==> src/rtl/imem_arb_pkg.sv <==
// Shared types and constants for the instruction-memory port arbiter.
// Contents: FSM state enum, transaction owner enum, beat count, byte helper.
package imem_arb_pkg;

    typedef enum logic [1:0] {
        IDLE = 2'd0,
        XFER = 2'd1,
        DONE = 2'd2
    } state_e;

    typedef enum logic {
        OWN_IF  = 1'b0,
        OWN_DBG = 1'b1
    } owner_e;

    localparam int BEATS = 4;

    // Select little-endian byte lane idx of a 32-bit word.
    function automatic logic [7:0] word_byte(
        input logic [31:0] w,
        input logic [1:0]  idx
    );
        return w[{idx, 3'b000} +: 8];
    endfunction

endpackage

==> src/rtl/imem_port_arbiter_rr_arb2.sv <==
// Two-requester round-robin arbiter holding the last-grant flag.
// Ports: clk_i, rst_i (async high), req_i[1:0], en_i, gnt_o[1:0] one-hot.
module rr_arb2 (
    input  logic       clk_i,
    input  logic       rst_i,
    input  logic [1:0] req_i,
    input  logic       en_i,
    output logic [1:0] gnt_o
);

    // 1 = requester 1 (debug) was granted last, 0 = requester 0 (fetch)
    logic last_gnt_q;
    logic last_gnt_d;

    always_comb begin
        gnt_o = 2'b00;
        if (en_i) begin
            unique case (req_i)
                2'b01:   gnt_o = 2'b01;
                2'b10:   gnt_o = 2'b10;
                // Tie: favour whoever was not served last
                2'b11:   gnt_o = last_gnt_q ? 2'b01 : 2'b10;
                default: gnt_o = 2'b00;
            endcase
        end
    end

    always_comb begin
        last_gnt_d = last_gnt_q;
        if (|gnt_o) begin
            last_gnt_d = gnt_o[1];
        end
    end

    // Reset to "debug last" so fetch wins the first tie
    always_ff @(posedge clk_i or posedge rst_i) begin
        if (rst_i) begin
            last_gnt_q <= 1'b1;
        end else begin
            last_gnt_q <= last_gnt_d;
        end
    end

endmodule

==> src/rtl/imem_port_arbiter.sv <==
// Shares a byte-wide instruction memory port between fetch and debug.
// Ports: Clk, Rst (async high); If* fetch side; Dbg* debug side; Mem* array; Busy.
module imem_port_arbiter
    import imem_arb_pkg::*;
#(
    parameter int DEPTH = 64,
    parameter int AW    = 6
) (
    input  logic          Clk,
    input  logic          Rst,
    input  logic          IfReq,
    input  logic [31:0]   IfAddr,
    output logic          IfValid,
    output logic [31:0]   IfData,
    input  logic          DbgReq,
    input  logic          DbgWe,
    input  logic [31:0]   DbgAddr,
    input  logic [31:0]   DbgWData,
    output logic          DbgValid,
    output logic [31:0]   DbgRData,
    output logic [AW-1:0] MemAddr,
    input  logic [7:0]    MemRdData,
    output logic          MemWe,
    output logic [7:0]    MemWrData,
    output logic          Busy
);

    state_e        state_q, state_d;
    owner_e        owner_q, owner_d;
    logic [1:0]    cnt_q, cnt_d;
    logic [AW-1:0] base_q, base_d;
    logic          we_q, we_d;
    logic [31:0]   wdata_q, wdata_d;
    logic [31:0]   if_data_q, if_data_d;
    logic [31:0]   dbg_data_q, dbg_data_d;
    logic [AW-1:0] addr_q, addr_d;
    logic [7:0]    wr_q, wr_d;
    logic [1:0]    gnt;
    logic [AW-1:0] beat_addr;

    // Upper address bits are deliberately ignored
    logic unused_addr_bits;
    assign unused_addr_bits = ^{IfAddr[31:AW], DbgAddr[31:AW]};

    rr_arb2 u_arb (
        .clk_i (Clk),
        .rst_i (Rst),
        .req_i ({DbgReq, IfReq}),
        .en_i  (state_q == IDLE),
        .gnt_o (gnt)
    );

    // AW-bit add wraps modulo DEPTH
    assign beat_addr = base_q + AW'(cnt_q);

    assign IfData   = if_data_q;
    assign DbgRData = dbg_data_q;
    assign Busy     = (state_q != IDLE);

    always_comb begin
        state_d    = state_q;
        owner_d    = owner_q;
        cnt_d      = cnt_q;
        base_d     = base_q;
        we_d       = we_q;
        wdata_d    = wdata_q;
        if_data_d  = if_data_q;
        dbg_data_d = dbg_data_q;
        addr_d     = addr_q;
        wr_d       = wr_q;
        MemAddr    = addr_q;
        MemWrData  = wr_q;
        MemWe      = 1'b0;
        IfValid    = 1'b0;
        DbgValid   = 1'b0;

        unique case (state_q)
            IDLE: begin
                if (|gnt) begin
                    owner_d = gnt[1] ? OWN_DBG : OWN_IF;
                    base_d  = gnt[1] ? DbgAddr[AW-1:0]
                                     : IfAddr[AW-1:0];
                    we_d    = gnt[1] & DbgWe;
                    wdata_d = gnt[1] ? DbgWData : wdata_q;
                    cnt_d   = 2'd0;
                    state_d = XFER;
                end
            end
            XFER: begin
                MemAddr = beat_addr;
                addr_d  = beat_addr;
                if (we_q) begin
                    MemWe     = 1'b1;
                    MemWrData = word_byte(wdata_q, cnt_q);
                    wr_d      = word_byte(wdata_q, cnt_q);
                end else if (owner_q == OWN_IF) begin
                    if_data_d[{cnt_q, 3'b000} +: 8] = MemRdData;
                end else begin
                    dbg_data_d[{cnt_q, 3'b000} +: 8] = MemRdData;
                end
                cnt_d = cnt_q + 2'd1;
                if (cnt_q == 2'(BEATS - 1)) begin
                    state_d = DONE;
                end
            end
            DONE: begin
                IfValid  = (owner_q == OWN_IF);
                DbgValid = (owner_q == OWN_DBG);
                state_d  = IDLE;
            end
            default: begin
                state_d = IDLE;
            end
        endcase
    end

    always_ff @(posedge Clk or posedge Rst) begin
        if (Rst) begin
            state_q    <= IDLE;
            owner_q    <= OWN_IF;
            cnt_q      <= 2'd0;
            base_q     <= '0;
            we_q       <= 1'b0;
            wdata_q    <= '0;
            if_data_q  <= '0;
            dbg_data_q <= '0;
            addr_q     <= '0;
            wr_q       <= '0;
        end else begin
            state_q    <= state_d;
            owner_q    <= owner_d;
            cnt_q      <= cnt_d;
            base_q     <= base_d;
            we_q       <= we_d;
            wdata_q    <= wdata_d;
            if_data_q  <= if_data_d;
            dbg_data_q <= dbg_data_d;
            addr_q     <= addr_d;
            wr_q       <= wr_d;
        end
    end

endmodule

==> config.mk <==
export PLATFORM = sky130hd
export DESIGN_NAME = imem_port_arbiter
export DESIGN_NICKNAME = d
export VERILOG_FILES = /design/src/rtl/imem_arb_pkg.sv /design/src/rtl/imem_port_arbiter_rr_arb2.sv /design/src/rtl/imem_port_arbiter.sv
export SDC_FILE = /design/constraint.sdc
export NUM_CORES = 1
export LEC_CHECK = 0
export CORE_ASPECT_RATIO = 2
export CORE_UTILIZATION = 47
export CTS_BUF_LIST = sky130_fd_sc_hd__clkbuf_4 sky130_fd_sc_hd__clkbuf_8
export DETAILED_ROUTE_END_ITERATION = 6
export PLACE_DENSITY_LB_ADDON = 0.25
export SYNTH_ARGS = -nofsm -noshare
export SYNTH_HDL_FRONTEND = slang
export SYNTH_SLANG_ARGS = --single-unit
==> constraint.sdc <==
create_clock -name Clk -period 5.22 [get_ports Clk]
set_input_delay 0.783 -clock Clk [delete_from_list [all_inputs] [get_ports Clk]]
set_output_delay 0.783 -clock Clk [all_outputs]
set_load 0.03 [all_outputs]
* Yosys cells after proc, flatten, opt, wreduce, memory -nomap -nowiden
Cells that the tools add are included.
** Cells by class
- Add/subtract/negate cells :: 3
- Multiplexer cells :: 19
- Divide/modulo/power cells :: 0
- Order comparisons :: 0
- Equality and inequality tests :: 8
- Bitwise gates (word level) :: 3
- Multiply operators :: 0
- Shift operators :: 3
- Reductions and logical operators :: 10
** Operator list (number)
- bitwise mux 32 bit :: 2
- variable shift 8 x 7 -> 32 bit, first input constant :: 1
- variable part select 32 x 6 -> 8 bit :: 1
- variable part select 8 x 7 -> 32 bit :: 1
- two-way mux 8 bit :: 2
- two-way mux 6 bit :: 2
- two-way mux 2 bit :: 5
- AND reduction 3 bit :: 3
- equality test 2 bit, second input constant :: 4
- one-hot mux 2 bit (2 select lines) :: 2
- negator 5 -> 7 bit :: 1
- adder 6 x 2 -> 6 bit :: 1
- one-hot mux 2 bit (3 select lines) :: 1
- AND reduction 2 bit :: 3
- two-way mux 1 bit :: 5
- equality test 2 x 1 -> 1 bit, second input constant :: 2
- inequality test 2 bit, second input constant :: 2
- nonzero test 2 bit :: 2
- adder 2 x 1 -> 2 bit, second input constant :: 1
- zero test 2 bit :: 1
- NOT 1 bit :: 2
- OR reduction 2 bit :: 1
- AND 1 bit :: 1
** Storage, ports and cells
- Logic and storage cells :: 57
- Input bits :: 109
- Bits in registers :: 123
- Output and inout bits :: 82
- Bits in writable memories :: 0
- ROM bits :: 0
- Memories kept :: 0
- Bits in latches :: 0

* Logic depth before layout (Yosys ltp)
Gate-level depths: netlist of the first run.
- Word-level depth :: 6
- Mapped depth :: 7
- Mapped depth without buffers :: 6

* Cells and area by module
Synthesis of the first run repeated with hierarchy kept, for this count alone.
** Unflattened totals
- Cell total of the unflattened synthesis :: 383
- Area total of the unflattened synthesis :: 5556.6 µm²
** Modules (own cells, without submodules)
- imem_port_arbiter :: sequential area each 3052.9 µm², instances 1, area each 5490.3 µm², cells each 374
- rr_arb2 :: sequential area each 26.3 µm², instances 1, area each 66.3 µm², cells each 9

* Least setup slack after synthesis of the first run
OpenSTA, ideal clock, no wires.
- Path type :: reg-to-output
- From :: register cnt_q[1]
- To :: output port MemAddr[4]
- Path buffers :: 1
- Slack :: 2.087 ns
- Data required time :: 4.437 ns
- Arrival :: 2.350 ns
- Stages on the path, launching flop included :: 7
- Cell sequence :: dfrtp_1 clkbuf_1 inv_1 fa_1 nand3b_1 xor2_1 o21ai_0
** Between the ends
- Word-level cells in the longest chain between the ends :: 2
** RTL lines
- start, declared :: RTL line imem_port_arbiter.sv:30 : logic [1:0] cnt_q, cnt_d;
- start signal, assigned :: RTL line imem_port_arbiter.sv:132 : cnt_q <= cnt_d;
- adder 6 x 2 -> 6 bit :: RTL line imem_port_arbiter.sv:54 : assign beat_addr = base_q + AW'(cnt_q);
- two-way mux 6 bit :: RTL line imem_port_arbiter.sv:77 : unique case (state_q)
- end, declared :: RTL line imem_port_arbiter.sv:21 : output logic [AW-1:0] MemAddr,
No other way between the ends.

* Final worst setup path of the first run
Same ends and word-level chain as after synthesis.

==> impl_metrics.env, run 1 <==
export IMPL_status="completed"
export IMPL_hold_path_class="register to register"
export IMPL_initial_core_util_pct=48.3
export IMPL_synth_compound_area_share_pct=3.24
export IMPL_hold_viol_final=0
export IMPL_cp_required_ns=4.44
export IMPL_n_antenna_cell=0
export IMPL_nets=643
export IMPL_syn2layout_area_growth_pct=33.2
export IMPL_synth_xor_area_share_pct=0.321
export IMPL_place_inst=648
export IMPL_tns_ns=0
export IMPL_critPathMaxFanout=13
export IMPL_ys_warn_count=0
export IMPL_dr_pass1_iters=4
export IMPL_powerDensity_nw_per_um2=640
export IMPL_vias_per_cell=5.27
export IMPL_grt_pass1_vias=3889
export IMPL_cts_hold_buf=0
export IMPL_cts_tree="built"
export IMPL_yosys_area_top_type="dfrtp_1"
export IMPL_start_kind="register"
export IMPL_fin_skew_ns=0.0117
export IMPL_end_kind="primary output"
export IMPL_tightest_slew_ns=0.895
export IMPL_hpwl_um=9090
export IMPL_hold_path_startpoint="wdata_q[17]"
export IMPL_ff2ff_setup_slack_ns=2.66
export IMPL_peakVddDrop_v=0.000401
export IMPL_reg2reg_from="cnt_q[1]"
export IMPL_synth_seq_cells=123
export IMPL_drive_gt1_share_pct=28.5
export IMPL_fmax_ghz=0.249
export IMPL_htreeDepth=4
export IMPL_synth_top_area_share_pct=56.0
export IMPL_coreArea_um2=11300
export IMPL_postSynth_asyncResetShare_pct=100
export IMPL_cts_root_buf="clkbuf_8"
export IMPL_synthMostInstantiatedCell="dfrtp_1"
export IMPL_grt_max_degree=57
export IMPL_yosys_top_cells_area="dfrtp_1, mux2_2, and2_1, mux4_2, ha_1"
export IMPL_slew_viol_final=0
export IMPL_antenna_found_initial=0
export IMPL_synth_simple_area_share_pct=9.21
export IMPL_synth_edf_count=0
export IMPL_synthCells=381
export IMPL_synthMuxAreaShare_pct=25.0
export IMPL_clock_sinks=123
export IMPL_total_leakage_power_nw=3.25
export IMPL_dr_total_vias=3581
export IMPL_path_clk_slew_ns=0.06
export IMPL_synth_adder_area_share_pct=2.20
export IMPL_drt_iter0_markers=108
export IMPL_ys_types=43
export IMPL_cts_setup_buffers=0
export IMPL_grt_total_usage_pct=22.3
export IMPL_synth_common_cells="dfrtp_1, mux2_2, and2_1, inv_1, o21ai_0"
export IMPL_max_cap_viol_count=0
export IMPL_gr_total_overflow=0
export IMPL_stdcell_count=679
export IMPL_syn_nets=499
export IMPL_arrival_ns=3.24
export IMPL_period_needed_ns=4.02
export IMPL_ios=191
export IMPL_die_width_um=78.1
export IMPL_whs_path_depth=1
export IMPL_die_h_um=154
export IMPL_ant_nets=0
export IMPL_cts_made_buffers=17
export IMPL_fin_crit_sh_pct=77.0
export IMPL_grt_setup_unrepaired="false"
export IMPL_setup_viol=0
export IMPL_rr_worst_depth=5
export IMPL_min_to="wdata_q[17]"
export IMPL_synth_area_um2=5450
export IMPL_grt_first_pass_wirelength_um=20100
export IMPL_synth_top_family_by_area="multiplexers"
export IMPL_portBuffers=138
export IMPL_path_class="register to primary output"
export IMPL_cts_resized=0
export IMPL_clockBufferDepth=2
export IMPL_wl_per_cell_um=17.9
export IMPL_wirelength_um=12200
export IMPL_gp_congestion=0.846
export IMPL_synthFlopType="dfrtp_1"
export IMPL_die_area_um2=12100
export IMPL_timing_rr_end="IfData[27]"
export IMPL_worstSkewPairLatency_ns=0.42
export IMPL_row_count=55
export IMPL_ys_seq_area_share_pct=56.5
export IMPL_slew_headroom_pct=40.3
export IMPL_avgSynthCellArea_um2=14.3
export IMPL_drc_errors=0
cells by family (layout without fill, tap and decap cells):
logic type | after synthesis | count (layout)
multiplexers | 112 | 112
buffers and inverters | 31 | 187
AO/OA/AOI/OAI | 27 | 27
AND/OR/NAND/NOR | 77 | 77
XOR/XNOR | 2 | 2
flip-flops | 123 | 123
adder cells (fa/ha/maj) | 9 | 9
routing by layer:
metal / track usage, % / wire length [um] / part of all wire (%) / vias to the layer above
li1: - / - / - / 1640
met4: 10.2 / 228 / 1.9 / 0
met5: 0 / 0 / 0 / -
met2: 40.7 / 7020 / 58 / 122
met3: 5.31 / 537 / 4.4 / 14
met1: 23.6 / 4400 / 36 / 1805
metrics by stage:
stage | worst slack (ns) | total power, mW | util (%) | hold slack (ns) | area (um^2)
global placement | 1.61 | 3.85 | 61.2 | 0.469 | 6900
floorplan | 1.17 | 3.11 | - | 0.450 | 5450
CTS | 1.05 | 4.71 | 64.3 | 0.507 | 7260
global route | 1.00 | 4.92 | 64.3 | 0.520 | 7260
detailed placement | 1.54 | 3.94 | 61.2 | 0.489 | 6900
finish | 1.20 | 4.65 | 64.3 | 0.504 | 7260
area by class of cell:
type | instances | area [um^2]
well taps | 142 | 178
clock buffers | 19 | 255
fillers | 918 | 4030
multi-input cells | 227 | 2180
repair buffers | 142 | 1410
inverters | 14 | 55.1
flip-flops and latches | 123 | 3080
clock inverters | 12 | 101
power breakdown:
group / switching (mW) / internal [mW] / leakage, nW
Combinational: 1.22 / 1.08 / 1.50
Sequential: 0.243 / 1.35 / 1.58
Clock: 0.364 / 0.386 / 0.173
worst max-delay path by stage:
stage / start / to / depth (start not counted) / slack, ns
after global placement: cnt_q[1] / MemAddr[4] / 6 / 1.61
final: cnt_q[1] / MemAddr[4] / 6 / 1.20
after detailed placement: cnt_q[1] / MemAddr[4] / 6 / 1.54
after global routing: cnt_q[1] / MemAddr[4] / 6 / 1.00
after CTS: cnt_q[1] / MemAddr[4] / 6 / 1.05
after floorplan: Rst / DbgRData[0] / 1 / 1.17
worst max-delay path, cell delays in order (launching register included):
cell and delay (ns):
dfrtp_1 0.73, inv_1 0.28, fa_1 0.52, nand3b_1 0.19, xor2_1 0.15, o21ai_0 0.22, clkdlybuf4s50_1 0.72
flip-flops by register name (all words and copies together) (netlist names):
signal            flops
DbgRData             32
IfData               32
wdata_q              32
wr_q                  8
addr_q                6
base_q                6
cnt_q                 2
state_q               2
owner_q               1
u_arb.last_gnt_q      1
we_q                  1
cell usage in the layout (no fill, tap or decap), drive strengths merged, types with 2 or more instances in the layout:
cell	n
o211ai	2
clkbuf	19
xor2	2
clkdlybuf4s50	138
buf	4
mux4	8
a21o	2
and3	4
a22o	2
nand2	9
clkinvlp	5
and3b	2
mux2	104
nand3	5
ha	8
nor3b	4
nor2	5
and2	34
clkinv	6
o311ai	6
dfrtp	122
nand4	7
o21ai	13
inv	14
Note: power is estimated with default switching activity, not from simulation.
==> run 2, diff against run 1 <==
==> constraint.sdc (replaced) <==
create_clock -name Clk -period 3.95 [get_ports Clk]
set_input_delay 0.5925 -clock Clk [delete_from_list [all_inputs] [get_ports Clk]]
set_output_delay 0.5925 -clock Clk [all_outputs]
set_load 0.03 [all_outputs]
==> run 2 against run 1 <==
  * Non-clock buffer count stayed put
  * Die area unchanged
  * Sequential power increased by 30%
  * Design area increased by 0.69%
  * Combinational power increased by 33%
  * Sequential cell count unchanged
  * Wire length fell by 2.7%
  * Clock skew fell by 0.0011 ns
  * Cell count did not move
  * Critical path type unchanged
==> impl_metrics.env, run 2 (synthesis results as in run 1) <==
export IMPL_gr_total_overflow=0
export IMPL_arrival_ns=2.96
export IMPL_die_width_um=78.1
export IMPL_grt_max_degree=65
export IMPL_grt_pass1_vias=3836
export IMPL_grt_first_pass_wirelength_um=19400
export IMPL_portBuffers=138
export IMPL_finalInstanceArea_um2=7310
export IMPL_slew_viol_final=0
export IMPL_worstSkewPairLatency_ns=0.42
export IMPL_slew_headroom_pct=41.3
export IMPL_grt_total_usage_pct=21.3
export IMPL_cts_hold_buf=0
export IMPL_tightest_slew_ns=0.881
export IMPL_drive_gt1_share_pct=28.5
export IMPL_start_kind="register"
export IMPL_wirelength_um=11900
export IMPL_clock_sinks=123
export IMPL_drt_iter0_markers=105
export IMPL_initial_core_util_pct=48.3
export IMPL_die_area_um2=12100
export IMPL_dr_pass1_iters=4
export IMPL_path_clk_slew_ns=0.07
export IMPL_place_area_um2=6920
export IMPL_cts_tree="built"
export IMPL_cts_root_buf="clkbuf_8"
export IMPL_tns_ns=0
export IMPL_cts_made_buffers=17
export IMPL_peakVddDrop_v=0.000608
export IMPL_status="completed"
export IMPL_cts_resized=0
export IMPL_clockBufferDepth=2
export IMPL_vias_per_cell=5.23
export IMPL_coreArea_um2=11300
export IMPL_n_antenna_cell=0
export IMPL_path_class="register to primary output"
export IMPL_hold_path_class="register to register"
export IMPL_end_kind="primary output"
export IMPL_powerDensity_nw_per_um2=854
export IMPL_total_leakage_power_nw=3.28
export IMPL_fin_skew_ns=0.0105
export IMPL_antenna_found_initial=0
export IMPL_row_count=55
export IMPL_ant_nets=0
export IMPL_dr_total_vias=3554
export IMPL_layout_commonest_cell="clkdlybuf4s50_1"
export IMPL_syn2layout_area_growth_pct=34.1
export IMPL_htreeDepth=4
export IMPL_hpwl_um=8930
export IMPL_critPathMaxFanout=12
export IMPL_max_cap_viol_count=0
export IMPL_setup_viol=0
export IMPL_gp_congestion=0.855
export IMPL_cp_required_ns=3.36
export IMPL_ios=191
export IMPL_period_needed_ns=3.55
export IMPL_fmax_ghz=0.281
export IMPL_nets=643
export IMPL_cts_setup_buffers=0
export IMPL_hold_viol_final=0
export IMPL_drc_errors=0
export IMPL_die_h_um=154
export IMPL_final_cell_mix="clkdlybuf4s50_1, dfrtp_1, mux2_2"
export IMPL_fin_crit_sh_pct=89.9
export IMPL_grt_setup_unrepaired="false"
export IMPL_wl_per_cell_um=17.5
run 2: cell types whose count changed in the layout (fill, tap and decap cells not counted):
cell,previous run,this run
clkinvlp_4,5,2
bufinv_16,1,3
buf_12,0,1
buf_4,4,3
clkbuf_8,18,17
clkinv_2,5,6
clkinv_4,1,2
run 2: path summary, 6_finish.rpt:
path | from | end | slack, ns | depth (start not counted)
max in group asynchronous | Rst | wdata_q[20] | 2.51 | 3
min in group asynchronous | Rst | addr_q[4] | 0.64 | 2
worst max register to register | cnt_q[0] | DbgRData[24] | 1.64 | 6
worst min register to register | addr_q[0] | addr_q[0] | 0.47 | 2
worst min-delay path | addr_q[0] | addr_q[0] | 0.47 | 2
worst max-delay path | cnt_q[1] | MemAddr[4] | 0.40 | 7
run 2: worst max-delay path, cell delays in order, from the launching register on:
cell,delay [ns]
dfrtp_1,0.35
buf_4,0.22
inv_1,0.17
fa_1,0.48
nand3b_1,0.19
xor2_1,0.17
o21ai_0,0.25
clkdlybuf4s50_1,0.73
run 2: cell type report:
class / count / area (um^2)
fill: 907 / 3980
sequential: 123 / 3080
multi-input combinational: 227 / 2180
timing repair buffer: 142 / 1420
clock buffer: 18 / 241
tap: 142 / 178
clock inverter: 13 / 153
inverter: 14 / 55.1
run 2: power breakdown:
group	switching [mW]	internal, mW	total, mW
sequential	0.290	1.79	2.08
combinational	1.63	1.44	3.06
clock	0.478	0.621	1.10
total	2.40	3.85	6.24
run 2: metrics by stage:
step | hold WS (ns) | power, mW | setup WS [ns] | utilization (%) | cells
floorplan | 0.450 | 4.11 | 0.0883 | - | 381
finish | 0.469 | 6.24 | 0.397 | 64.8 | 679
CTS | 0.480 | 6.32 | 0.325 | 64.8 | 679
global placement | 0.463 | 5.10 | 0.870 | 61.3 | 648
detailed placement | 0.463 | 5.20 | 0.803 | 61.3 | 648
global route | 0.504 | 6.61 | 0.242 | 64.8 | 679
run 2: per-layer routing:
metal	track usage, %	up-vias	part of all wire, %
met1	22.2	1799	36
met3	4.31	10	3.8
met4	7.32	0	1.1
met2	41.1	106	59
met5	0	-	0
li1	-	1639	-
==> run 3, diff against run 2 <==
--- a/config.mk
+++ b/config.mk
@@ -9,6 +9,7 @@
 export CORE_UTILIZATION = 47
 export CTS_BUF_LIST = sky130_fd_sc_hd__clkbuf_4 sky130_fd_sc_hd__clkbuf_8
 export DETAILED_ROUTE_END_ITERATION = 6
+export HOLD_SLACK_MARGIN = 0.06
 export PLACE_DENSITY_LB_ADDON = 0.25
 export SYNTH_ARGS = -nofsm -noshare
 export SYNTH_HDL_FRONTEND = slang
==> results of run 3 <==
Same layout as run 2: the final DEF is identical, and so are final timing and power.
